$ cat config.mk
export PLATFORM = sky130hd
export DESIGN_NAME = mod_74x32_gate_fifo
export DESIGN_NICKNAME = d
export VERILOG_FILES = /design/src/rtl/mod_74x32_gate_fifo.sv
export SDC_FILE = /design/constraint.sdc
export NUM_CORES = 1
export LEC_CHECK = 0
export CAP_MARGIN = 10
export CORE_MARGIN = 2
export CORE_UTILIZATION = 53
export CTS_CLUSTER_SIZE = 25
export DETAILED_ROUTE_END_ITERATION = 8
export PLACE_DENSITY = 0.91
export SYNTH_ARGS = -nofsm -noshare
export SYNTH_HDL_FRONTEND = slang
export SYNTH_SLANG_ARGS = --single-unit
$ cat constraint.sdc
create_clock -name CLK -period 2.95 [get_ports CLK]
set_clock_uncertainty 0.05 [all_clocks]
set_input_delay 0.4425 -clock CLK [delete_from_list [all_inputs] [get_ports CLK]]
set_output_delay 0.4425 -clock CLK [all_outputs]
set_load 0.005 [all_outputs]
$ cat src/rtl/mod_74x32_gate_fifo.sv
// Multi-channel 2-input gate array (OR/AND/XOR/NOR) feeding a DEPTH-entry valid/ready FIFO.
// Optional head-entry parity output PAR is enabled by defining MOD_74X32_PARITY_EN.
module mod_74x32_gate_fifo #(
  parameter int WIDTH    = 4,
  parameter int CHANNELS = 2,
  parameter int DEPTH    = 4
) (
  input  logic                          CLK,
  input  logic                          CLR_N,
  input  logic [CHANNELS*WIDTH-1:0]     A,
  input  logic [CHANNELS*WIDTH-1:0]     B,
  input  logic [1:0]                    FN,
  input  logic                          IN_VALID,
  output logic                          IN_READY,
  output logic [CHANNELS*WIDTH-1:0]     Y,
  output logic                          OUT_VALID,
  input  logic                          OUT_READY,
  output logic [$clog2(DEPTH+1)-1:0]    LEVEL
`ifdef MOD_74X32_PARITY_EN
  ,
  output logic [CHANNELS-1:0]           PAR
`endif
);

  localparam int BUS_W = CHANNELS * WIDTH;
  localparam int PTR_W = (DEPTH > 1) ? $clog2(DEPTH) : 1;
  localparam int LVL_W = $clog2(DEPTH + 1);

  function automatic logic [BUS_W-1:0] gate_fn(input logic [BUS_W-1:0] a,
                                               input logic [BUS_W-1:0] b,
                                               input logic [1:0]       fn);
    logic [BUS_W-1:0] r;
    unique case (fn)
      2'b00:   r = a | b;
      2'b01:   r = a & b;
      2'b10:   r = a ^ b;
      default: r = ~(a | b);
    endcase
    return r;
  endfunction

`ifdef MOD_74X32_PARITY_EN
  function automatic logic [CHANNELS-1:0] chan_parity(input logic [BUS_W-1:0] y);
    logic [CHANNELS-1:0] p;
    for (int c = 0; c < CHANNELS; c++) p[c] = ^y[c*WIDTH +: WIDTH];
    return p;
  endfunction
`endif

  logic [BUS_W-1:0] mem [DEPTH];
  logic [PTR_W-1:0] wr_ptr;
  logic [PTR_W-1:0] rd_ptr;
  logic [LVL_W-1:0] level;
  logic             full;
  logic             empty;
  logic             push;
  logic             pop;
  logic [BUS_W-1:0] wr_data_p0;

  assign full       = (level == LVL_W'(DEPTH));
  assign empty      = (level == '0);
  assign push       = IN_VALID && !full;
  assign pop        = OUT_READY && !empty;
  assign wr_data_p0 = gate_fn(A, B, FN);

  // Stage p0 -> storage: function result captured at the push edge, FN sampled with A/B.
  always_ff @(posedge CLK) begin
    if (push) mem[wr_ptr] <= wr_data_p0;
  end

`ifdef MOD_74X32_PARITY_EN
  logic [CHANNELS-1:0] par_mem [DEPTH];

  always_ff @(posedge CLK) begin
    if (push) par_mem[wr_ptr] <= chan_parity(wr_data_p0);
  end

  assign PAR = empty ? '0 : par_mem[rd_ptr];
`endif

  // Control state; pointer wrap is explicit so DEPTH need not be a power of two.
  always_ff @(posedge CLK or negedge CLR_N) begin
    if (!CLR_N) begin
      wr_ptr <= '0;
      rd_ptr <= '0;
      level  <= '0;
    end else begin
      if (push) wr_ptr <= (wr_ptr == PTR_W'(DEPTH - 1)) ? '0 : wr_ptr + PTR_W'(1);
      if (pop)  rd_ptr <= (rd_ptr == PTR_W'(DEPTH - 1)) ? '0 : rd_ptr + PTR_W'(1);
      unique case ({push, pop})
        2'b10:   level <= level + LVL_W'(1);
        2'b01:   level <= level - LVL_W'(1);
        default: level <= level;
      endcase
    end
  end

  assign IN_READY  = !full;
  assign OUT_VALID = !empty;
  assign LEVEL     = level;
  assign Y         = empty ? '0 : mem[rd_ptr];

endmodule

======== Word level (Yosys, flattened, before mapping) ========
Memory sizes are Yosys's and may differ from the RTL's.
Index checks and enable logic that the tools add are counted.
cells by class
  bitwise operators ....................... 4
  add/sub/neg operators ................... 4
  multiply operators ...................... 0
  $lt $le $gt $ge ......................... 0
  shifts and indexed selects .............. 0
  reduce and logical (&&, ||, !) cells .... 7
  div/mod/pow operators ................... 0
  muxes and demuxes ....................... 7
  equal/unequal tests ..................... 7
operators with widths
  kind                 count
  $pmux 8 s3           1
  $and 8x8->8          1
  $eq 2x2->1 const B   4
  $mux 8               1
  $not 8->8            1
  $or 8x8->8           1
  $xor 8x8->8          1
  $pmux 3 s2           1
  $add 2x1->2 const B  2
  $eq 2x1->1 const B   2
  $mux 2               2
  $add 3x1->3 const B  1
  $eq 3x3->1 const B   1
  $logic_not 3->1      1
  $sub 3x1->3 const B  1
  $logic_and 1x1->1    2
  $logic_not 1->1      2
  $logic_not 2->1      1
  $mux 1               2
  $reduce_bool 2->1    1
storage, ports and cells
  memory bits (writable) .................. 32
  latch bits .............................. 0
  word-level logic and storage cells ...... 33
  bits in registers ....................... 7
  input port bits ......................... 22
  memories kept ........................... 1
  ROM bits ................................ 0
  output and inout port bits .............. 13
memories
  name  words  width  read ports  clocked after Yosys merged registers in  wr ports  line  source
  mem   4      8      1           0                                        1         50    logic [BUS_W-1:0] mem [DEPTH];

======== Logic depth before layout (Yosys ltp) ========
Gate-level depths: netlist of run 1.
  depth after elaboration ................. 5
  mapped depth ............................ 9

======== Worst setup path before layout of run 1 ========
No wires, ideal clock.
  kind .................................... register -> register
  start ................................... register level[1] (netlist: LEVEL[1])
  end ..................................... register level[2] (netlist: LEVEL[2])
  clock period less this slack ............ 2.168 ns
  cell stages (with the launch flop) ...... 10
  setup time .............................. 0.079 ns
  arrival ................................. 2.038 ns
  setup slack ............................. 0.782 ns
  path buffers ............................ 0
  cell sequence ........................... dfrtp_1 or3b_1 and2_4 inv_1 ha_1 inv_1 fa_1 xor2_1 nor2_1 xor2_1
between the ends
  cells in the longest elaborated chain, start to end .. 5
  elaborated cells on any way between the ends .. 12
  classes of those cells .................. add/sub: 2; eq/ne: 3; mux: 1; reduce/logical: 6
ends and longest elaborated chain
  element                                                 line  source
  from (decl)                                             53    logic [LVL_W-1:0] level;
  from (signal assigned)                                  91    2'b10: level <= level + LVL_W'(1);
  from (signal assigned)                                  92    2'b01: level <= level - LVL_W'(1);
  from (signal assigned)                                  93    default: level <= level;
  $eq 3x3->1 (*)                                          60    assign full = (level == LVL_W'(DEPTH));
  $logic_not 1->1 (*)                                     --
  via IN_READY                                            14    output logic IN_READY,
  $logic_and 1x1->1 (*)                                   62    assign push = IN_VALID && !full;
  $eq 2x1->1 / $eq 2x2->1 (equally long branches)         90    unique case ({push, pop})
  $pmux 3 s2 / $reduce_bool 2->1 (equally long branches)  --
The timed path passes the listed nets; every way through them passes the cells marked *.
A chain may end at the register's enable or synchronous reset.

======== Worst setup path after layout of run 1 ========
  start ................................... register rd_ptr[0]
  end ..................................... output port Y[0]
between the ends
  cells in the longest elaborated chain, start to end .. 2
ends and longest elaborated chain
  element                 line  source
  from (decl)             52    logic [PTR_W-1:0] rd_ptr;
  from (signal assigned)  89    if (pop) rd_ptr <= (rd_ptr == PTR_W'(DEPTH - 1)) ? '0 : rd_ptr + PTR_W'(1);
  $mem_v2 4x8             --
  $mux 8                  101   assign Y = empty ? '0 : mem[rd_ptr];
  to (decl)               15    output logic [CHANNELS*WIDTH-1:0] Y,
Every way passes these cells.

==> out/metrics.yaml, run 1 <==
clock_network:
  clkLatencyLatePin_ns: 0.28
  cts-buffers-inserted: 5
  htreeDepth: 2
  cts_resized: 0
  clock_tree.buffer_depth: 2
  path_clk_slew_ns: 0.07
  cts_root_buf: "clkbuf_8"
  cts_hold_buffers: 0
  clkSinkCount: 39
  post-cts-setup-buffer-count: 0
  tritoncts: "yes"
global_routing:
  use_met1_pct: 20.7
  grt_usage_pct: 16.6
  use_met2_pct: 28.7
  grt_pass1_vias: 1237
  grt_pass1_wl_um: 5530
  grt.overflow.total: 0
  antenna_found_initial: 0
  grt_util_met3_pct: 3.90
  grt_max_degree: 18
  top_usage_layer: "met2"
final_layout:
  fillers: 294
  final_nets: 246
  stdcell_count: 252
  drive_gt1_share_pct: 16.8
  regArea_mm2: 0.00114
  area_growth_pct: 20.6
  multi_input_area_um2: 928
  n_antenna_cell: 0
  final_cell_mix: "clkdlybuf4s50_1, edfxtp_1, inv_1, ha_1"
  layout_commonest_cell: "clkdlybuf4s50_1"
power_and_ir_drop:
  p_sw_share_pct: 28.7
  p_int_mw: 1.47
  pwr-share-clk_pct: 15.7
  powerDensity_mw_per_mm2: 777
  ir_worst_vdd_mv: 0.279
  switchingPower_mw: 0.594
  p_leak_nw: 1.12
  p_comb_share_pct: 41.6
  p_seq_share_pct: 42.7
place:
  numPortBuffers: 34
  place_hpwl_um: 2720
  dp_cells: 244
  gp_congestion: 0.680
timing:
  timing.final.hold_violations: 0
  post-route-period-util_pct: 91.7
  max_clock_freq_ghz: 0.369
  setup_tns_ns: 0
  slew_headroom_pct: 60.2
  slew_violations: 0
  rsz0062_at_grt: "false"
  tightest_slew_ns: 0.597
  finalSetupViolations: 0
  layout_min_cycle_time_ns: 2.71
worst_setup_path:
  worstPathRequired_ns: 2.46
  crit_fanout: 11
  worst-setup-path-type: "reg -> out"
  crit_path_start_kind: "flop"
  setup.worst_path.end_class: "output port"
  worstPathArrival_ns: 2.21
logic_synthesis:
  synth_cell_types: 27
  ys_seq_elements: 39
  ys_seq_area_share_pct: 51.5
  netlist_instances: 166
  syn_avg_cell_area_um2: 13.3
  syn_nets: 211
  netlist_area_mm2: 0.00221
  yosysWarningCount: 0
routing:
  dr.pass1.iters: 4
  drc_errors: 0
  drt_wl_total_um: 3470
  drt-vias-per-instance: 5.13
  drt-wirelength-per-cell_um: 13.8
  drtIter0Drc: 40
  ant_nets: 0
  vias: 1294
floorplanning:
  die_w_um: 68.5
  initial_core_util_pct: 55.2
  die_area_mm2: 0.00470
  io_pins: 35
  fp.coreArea_mm2: 0.00400
  fp.dieH_um: 68.5
  rows: 23
job:
  maxCapViolCount: 0
status:
  outcome: "completed"
hold_path:
  min-delay-path-class: "in -> async"
## Yosys cell counts
cell type | number | area share (%)
and3_1 | 4 | 1.1
buf_6 | 1 | 0.51
or3_1 | 1 | 0.28
inv_1 | 28 | 4.8
mux2i_1 | 7 | 3.2
nor2_1 | 5 | 0.85
o21a_1 | 1 | 0.34
ha_1 | 22 | 12
nand2_1 | 7 | 1.2
mux2_4 | 2 | 1.4
buf_1 | 1 | 0.17
buf_2 | 3 | 0.68
xnor2_1 | 1 | 0.40
o21ai_0 | 7 | 1.6
a211oi_1 | 3 | 1.0
xor2_1 | 2 | 0.79
dfrtp_1 | 7 | 7.9
or3b_1 | 1 | 0.40
clkbuf_1 | 2 | 0.34
mux4_2 | 8 | 8.2
and2_2 | 8 | 2.7
and2_4 | 2 | 0.79
fa_1 | 1 | 0.91
edfxtp_1 | 32 | 44
mux2_2 | 7 | 3.6
a221o_1 | 1 | 0.45
a21oi_1 | 2 | 0.45
## worst paths after layout
kind / from / to / slack (ns) / cells past startpoint
hold reg to reg: LEVEL[2]$_DFFE_PN0P_ / LEVEL[2]$_DFFE_PN0P_ / 0.45 / 1
min in group CLK: LEVEL[2]$_DFFE_PN0P_ / LEVEL[2]$_DFFE_PN0P_ / 0.45 / 1
setup reg to reg: LEVEL[0]$_DFFE_PN0P_ / LEVEL[2]$_DFFE_PN0P_ / 0.68 / 9
hold / removal: CLR_N / wr_ptr[0]$_DFFE_PN0P_ / 0.38 / 1
max in group asynchronous: CLR_N / rd_ptr[1]$_DFFE_PN0P_ / 2.22 / 1
setup / recovery: rd_ptr[0]$_DFFE_PN0P_ / Y[0] / 0.24 / 3
## flip-flops by register name (all words and copies together) (netlist names)
| register | cells |
|---|---|
| mem | 32 |
| rd_ptr | 2 |
| LEVEL | 3 |
| wr_ptr | 2 |
## cell families after synthesis
| group | after synthesis | synth area share [%] |
|---|---|---|
| adder cells (fa/ha/maj) | 23 | 13.4 |
| buffers and inverters | 35 | 6.46 |
| XOR/XNOR | 3 | 1.19 |
| AO/OA/AOI/OAI | 14 | 3.85 |
| flip-flops | 39 | 51.5 |
| multiplexers | 24 | 16.3 |
| AND/OR/NAND/NOR | 28 | 7.37 |
## metrics by stage
| stage | power, mW | utilization (%) | cell area, µm² | worst slack [ns] | hold slack [ns] |
|---|---|---|---|---|---|
| detailed placement | 1.77 | 64.5 | 2580 | 0.501 | 0.441 |
| finish | 2.07 | 66.5 | 2660 | 0.244 | 0.378 |
| CTS | 2.10 | 66.5 | 2660 | 0.192 | 0.376 |
| global placement | 1.72 | 64.5 | 2580 | 0.550 | 0.436 |
| global route | 2.22 | 66.5 | 2660 | 0.108 | 0.394 |
| floorplan | 1.40 | - | 2210 | 0.782 | 0.0969 |
## cell type report
type,count,area share (%)
repair buffers,35,13.1
clock inverters,1,0.188
inverters,28,3.95
well taps,50,2.35
clock buffers,7,2.87
multi-input cells,92,34.9
flip-flops and latches,39,42.7
## critical path, stage by stage, from the launching register on
cell	delay (ns)
dfrtp_1	0.72
mux4_2	0.57
and2_2	0.21
clkdlybuf4s50_1	0.44
## power groups by stage
stage	sequential (mW)	clock [mW]	combinational, mW
floorplan	0.819	0	0.578
global placement	0.882	0	0.837
detailed placement	0.902	0	0.873
CTS	0.890	0.334	0.875
global route	0.905	0.352	0.959
finish	0.883	0.325	0.860
## routing by layer
metal	part of all wire, %	up-vias
li1	-	648
met1	43	612
met2	53	32
met3	3.3	2
met4	0.98	0
met5	0	-
Power figures use the tool's default switching activity.
==> inputs of run 2 (changes only) <==
- CORE_MARGIN: 2 -> not set
- CTS_CLUSTER_SIZE: 25 -> 10
- HOLD_SLACK_MARGIN: not set -> 0.15
==> run 2 against run 1 <==
  * The run now ends with DRC left
  * Sequential share of layout area down 0.16 points
  * Non-clock buffer count unchanged
  * Critical path depth unchanged
  * Via count up 3.1%
  * Worst hold slack worse by 0.0072 ns
  * Clock power up 10%
  * Maximum frequency down 0.84%
  * Register-to-register slack worse by 0.03 ns
  * Wire length up 2.5%
  * Sequential cell count unchanged
  * Cell count unchanged
==> out/metrics.yaml, run 2 (synthesized netlist as in run 1, its figures left out) <==
worst_setup_path:
  worst-setup-path-type: "reg -> out"
  cp_slowest_cell: "dfrtp_1"
  cpPeakStageDelay_ns: 0.72
  worstPathRequired_ns: 2.46
  cp_top_family: "flip-flops"
  crit_chain: "mux4_2 -> and2_2 -> clkdlybuf4s50_1"
  setup.worst_path.end_class: "output port"
  crit_fanout: 11
  crit_path_start_kind: "flop"
  worstPathArrival_ns: 2.24
  path_buf_inv: 1
routing:
  dr.pass1.iters: 8
  vias: 1334
  drt-wirelength-per-cell_um: 14.1
  drtIter0Drc: 48
  drt-vias-per-instance: 5.29
  drt_wl_total_um: 3560
  ant_nets: 0
  drc_errors: 2
final_layout:
  fillers: 288
  final_cell_mix: "clkdlybuf4s50_1, edfxtp_1, inv_1, ha_1"
  area_growth_pct: 21.0
  final_nets: 246
  largest_reg_flops: 32
  n_antenna_cell: 0
  drive_gt1_share_pct: 17.3
  stdcell_count: 252
  layout_commonest_cell: "clkdlybuf4s50_1"
  regMostFlops: "mem"
floorplanning:
  rows: 23
  fp.coreArea_mm2: 0.00400
  fp.dieH_um: 66.5
  die_w_um: 66.5
  die_area_mm2: 0.00443
  initial_core_util_pct: 55.2
  io_pins: 35
global_routing:
  grt_usage_pct: 19.3
  grt.overflow.total: 0
  grt_pass1_vias: 1325
  grt_pass1_wl_um: 5980
  grt_max_degree: 18
  antenna_found_initial: 0
clock_network:
  post-cts-setup-buffer-count: 0
  clock_tree.buffer_depth: 2
  clkSinkCount: 39
  clkLatencyLatePin_ns: 0.29
  path_clk_slew_ns: 0.07
  tritoncts: "yes"
  cts_resized: 0
  cts-buffers-inserted: 5
  cts_root_buf: "clkbuf_8"
  cts_hold_buffers: 0
  htreeDepth: 2
timing:
  slew_headroom_pct: 58.4
  rsz0062_at_grt: "false"
  setup_tns_ns: 0
  tightest_slew_ns: 0.621
  finalSetupViolations: 0
  timing.final.hold_violations: 0
  max_clock_freq_ghz: 0.366
  layout_min_cycle_time_ns: 2.73
  post-route-period-util_pct: 92.5
  slew_violations: 0
place:
  place_hpwl_um: 2710
  dp_cells: 244
  gp_congestion: 0.673
  numPortBuffers: 34
status:
  outcome: "finished, violations left"
  violations: "DRC"
job:
  maxCapViolCount: 0
power_and_ir_drop:
  powerDensity_mw_per_mm2: 788
  ir_worst_vdd_mv: 0.280
  p_leak_nw: 1.13
hold_path:
  min-delay-path-class: "in -> async"
-- run 2: power breakdown --
| part | switching (mW) | leakage (nW) | internal [mW] | total, mW |
|---|---|---|---|---|
| Sequential | 0.122 | 0.378 | 0.758 | 0.880 |
| Combinational | 0.316 | 0.700 | 0.551 | 0.867 |
| Clock | 0.171 | 0.0482 | 0.188 | 0.359 |
-- run 2: routing by layer --
layer / GRT usage, % / vias to the layer above / part of all wire [%]
li1: - / 648 / -
met1: 22.2 / 628 / 40
met2: 33.3 / 47 / 53
met3: 2.74 / 11 / 3.3
met4: 12.8 / 0 / 3.8
met5: 0 / - / 0
-- run 2: final timing paths --
| path | startpoint | cells after the start | slack (ns) | end |
|---|---|---|---|---|
| max in group asynchronous | CLR_N | 1 | 2.22 | rd_ptr[0]$_DFFE_PN0P_ |
| worst max-delay path | rd_ptr[0]$_DFFE_PN0P_ | 3 | 0.22 | Y[1] |
| worst min register to register | LEVEL[2]$_DFFE_PN0P_ | 1 | 0.45 | LEVEL[2]$_DFFE_PN0P_ |
| worst min-delay path | CLR_N | 1 | 0.37 | wr_ptr[1]$_DFFE_PN0P_ |
| min in group CLK | LEVEL[2]$_DFFE_PN0P_ | 1 | 0.45 | LEVEL[2]$_DFFE_PN0P_ |
| worst max register to register | LEVEL[1]$_DFFE_PN0P_ | 9 | 0.65 | LEVEL[2]$_DFFE_PN0P_ |
-- run 2: area by class of cell --
type	count	area, µm²	share of cell area (%)
sequential	39	1140	42.5
multi-input combinational	92	928	34.8
timing repair buffer	35	348	13.0
inverter	28	105	3.93
clock buffer	7	86.3	3.23
tap	50	62.6	2.34
clock inverter	1	5.00	0.187
-- run 2: worst reg2reg max path, stage by stage, from the launching register on --
cell and delay [ns]:
dfrtp_1 0.41, or3b_1 0.49, and2_4 0.22, inv_1 0.05, ha_1 0.17, inv_1 0.06
fa_1 0.38, xor2_1 0.15, nor2_1 0.11, xor2_1 0.15
-- run 2: stage by stage --
stage	total power [mW]	setup slack (ns)	instance area, µm²	hold slack (ns)	utilization (%)
after global routing	2.25	0.0968	2670	0.385	66.8
after detailed placement	1.77	0.512	2580	0.445	64.5
after floorplan	1.40	0.782	2210	0.0969	-
after global placement	1.72	0.557	2580	0.439	64.5
after CTS	2.13	0.192	2670	0.372	66.8
final	2.11	0.221	2670	0.371	66.8
==> inputs of run 3 (changes only) <==
- CORE_UTILIZATION: 53 -> 55
- DONT_BUFFER_PORTS: not set -> 1
- PLACE_DENSITY: 0.91 -> 0.82
==> run 3 against run 2 <==
  * Largest cell class unchanged
  * Highest routed layer unchanged
  * Clock power down 8.1%
  * Critical path depth up 6
  * Via count down 9.4%
  * Critical path type is now reg -> reg
  * Register-to-register slack worse by 0.16 ns
  * Worst hold slack better by 0.023 ns
  * Sequential cell count unchanged
  * Worst setup slack better by 0.27 ns
  * Non-clock buffer count down 34
  * The run now ends clean
==> out/metrics.yaml, run 3 (synthesized netlist as in run 1, its figures left out) <==
place:
  numPortBuffers: 0
  place_hpwl_um: 2620
  dp_cells: 207
  place_area_mm2: 0.00223
  gp_congestion: 0.725
  preCtsSetupSlack_ns: 0.533
clock_network:
  clkLatencyLatePin_ns: 0.28
  path_clk_slew_ns: 0.07
  htreeDepth: 2
  cts_resized: 0
  cts-buffers-inserted: 5
  cts_root_buf: "clkbuf_8"
  tritoncts: "yes"
  post-cts-setup-buffer-count: 0
  clkSinkCount: 39
  clock_tree.buffer_depth: 2
floorplanning:
  die_w_um: 65.3
  die_area_mm2: 0.00427
  rows: 22
  initial_core_util_pct: 59.0
  fp.dieH_um: 65.3
  io_pins: 35
  fp.coreArea_mm2: 0.00374
status:
  outcome: "completed"
final_layout:
  drive_gt1_share_pct: 19.0
  regMostFlops: "mem"
  final_cell_mix: "edfxtp_1, inv_1, ha_1, mux4_2, and2_2"
  largest_reg_flops: 32
  layout_commonest_cell: "edfxtp_1"
  final_cell_area_mm2: 0.00232
  regArea_mm2: 0.00114
  final_nets: 212
  multi_input_area_um2: 928
  postLayoutCoreUtil_pct: 62.0
  stdcell_count: 216
  fillers: 280
  area_growth_pct: 5.10
  n_antenna_cell: 0
global_routing:
  grt_usage_pct: 18.7
  antenna_found_initial: 0
  grt.overflow.total: 0
  grt_max_degree: 20
  grt_pass1_wl_um: 5600
  grt_pass1_vias: 1253
routing:
  routed-wl-met2_um: 1720
  dr.pass1.iters: 4
  wl_met3_um: 147
  drtIter0Drc: 38
  ant_nets: 0
  drt-wirelength-per-cell_um: 15.8
  drt_wl_total_um: 3420
  drt-met1-wl_um: 1410
  drt-vias-per-instance: 5.60
  drc_errors: 0
  vias: 1209
  highest_layer: "met4"
worst_setup_path:
  r2r-end: "LEVEL[2]$_DFFE_PN0P_"
  worst-setup-path-type: "reg -> reg"
  setup.worst_path.end_class: "flop"
  crit_fanout: 6
  worstPathArrival_ns: 2.61
  reg2reg_depth: 9
  reg2reg_from: "LEVEL[0]$_DFFE_PN0P_"
  crit_path_start_kind: "flop"
  worstPathRequired_ns: 3.10
  rrSetupSlack_ns: 0.49
timing:
  setup_ws_ns: 0.489
  finalSetupViolations: 0
  timing.final.hold_violations: 0
  max_clock_freq_ghz: 0.406
  post-route-period-util_pct: 83.4
  slew_violations: 0
  tightest_slew_ns: 0.597
  rsz0062_at_grt: "false"
  setup_tns_ns: 0
  slew_headroom_pct: 60.2
  hold_ws_ns: 0.394
  layout_min_cycle_time_ns: 2.46
power_and_ir_drop:
  p_leak_nw: 0.984
  powerDensity_mw_per_mm2: 790
  ir_worst_vdd_mv: 0.271
  p_total_mw: 1.83
hold_path:
  hold_path_end: "mem[1][2]$_DFFE_PP_"
  hold_path_depth: 1
  min-delay-path-class: "in -> reg"
  min_from: "FN[1]"
job:
  maxCapViolCount: 0
[run 3: cell types whose count changed in the layout (fill, tap and decap cells not counted)]
cell,change
buf_4,-1
dlygate4sd3_1,+1
clkinv_2,-1
clkdlybuf4s50_1,-34
clkbuf_8,-1
clkbuf_1,+2
[run 3: worst max path at each step]
stage                                    start                    to
after CTS                 LEVEL[1]$_DFFE_PN0P_  LEVEL[2]$_DFFE_PN0P_
final                     LEVEL[0]$_DFFE_PN0P_  LEVEL[2]$_DFFE_PN0P_
after global placement    LEVEL[1]$_DFFE_PN0P_  LEVEL[2]$_DFFE_PN0P_
after global routing      LEVEL[1]$_DFFE_PN0P_  LEVEL[2]$_DFFE_PN0P_
after detailed placement  LEVEL[0]$_DFFE_PN0P_  LEVEL[2]$_DFFE_PN0P_
after floorplan           LEVEL[1]$_DFFE_PN0P_  LEVEL[2]$_DFFE_PN0P_
[run 3: layer usage]
metal  global-route usage, %  vias up
met5                       0        -
met4                    14.1        0
met3                    4.34       12
met2                    31.1       34
met1                    20.7      584
li1                        -      579
[run 3: report_power, final]
group	switching [mW]	internal [mW]	total [mW]
combinational	0.275	0.338	0.613
clock	0.162	0.168	0.330
sequential	0.133	0.758	0.891
[run 3: area by class of cell]
cell class / instances / share of cell area [%]
well taps: 48 / 2.59
inverters: 28 / 4.53
clock buffers: 8 / 3.45
flip-flops and latches: 39 / 49.0
multi-input cells: 92 / 40.0
repair buffers: 1 / 0.432
[run 3: critical path, stage by stage (launching register included)]
cell	delay [ns]
dfrtp_1	0.45
or3b_1	0.49
and2_4	0.23
inv_1	0.05
ha_1	0.18
inv_1	0.06
fa_1	0.38
xor2_1	0.16
nor2_1	0.13
xor2_1	0.19
[run 3: what timing repair did]
action,CTS,global route
hold endpoints to repair,7,0
hold buffers,1,0
setup endpoints to repair,0,0
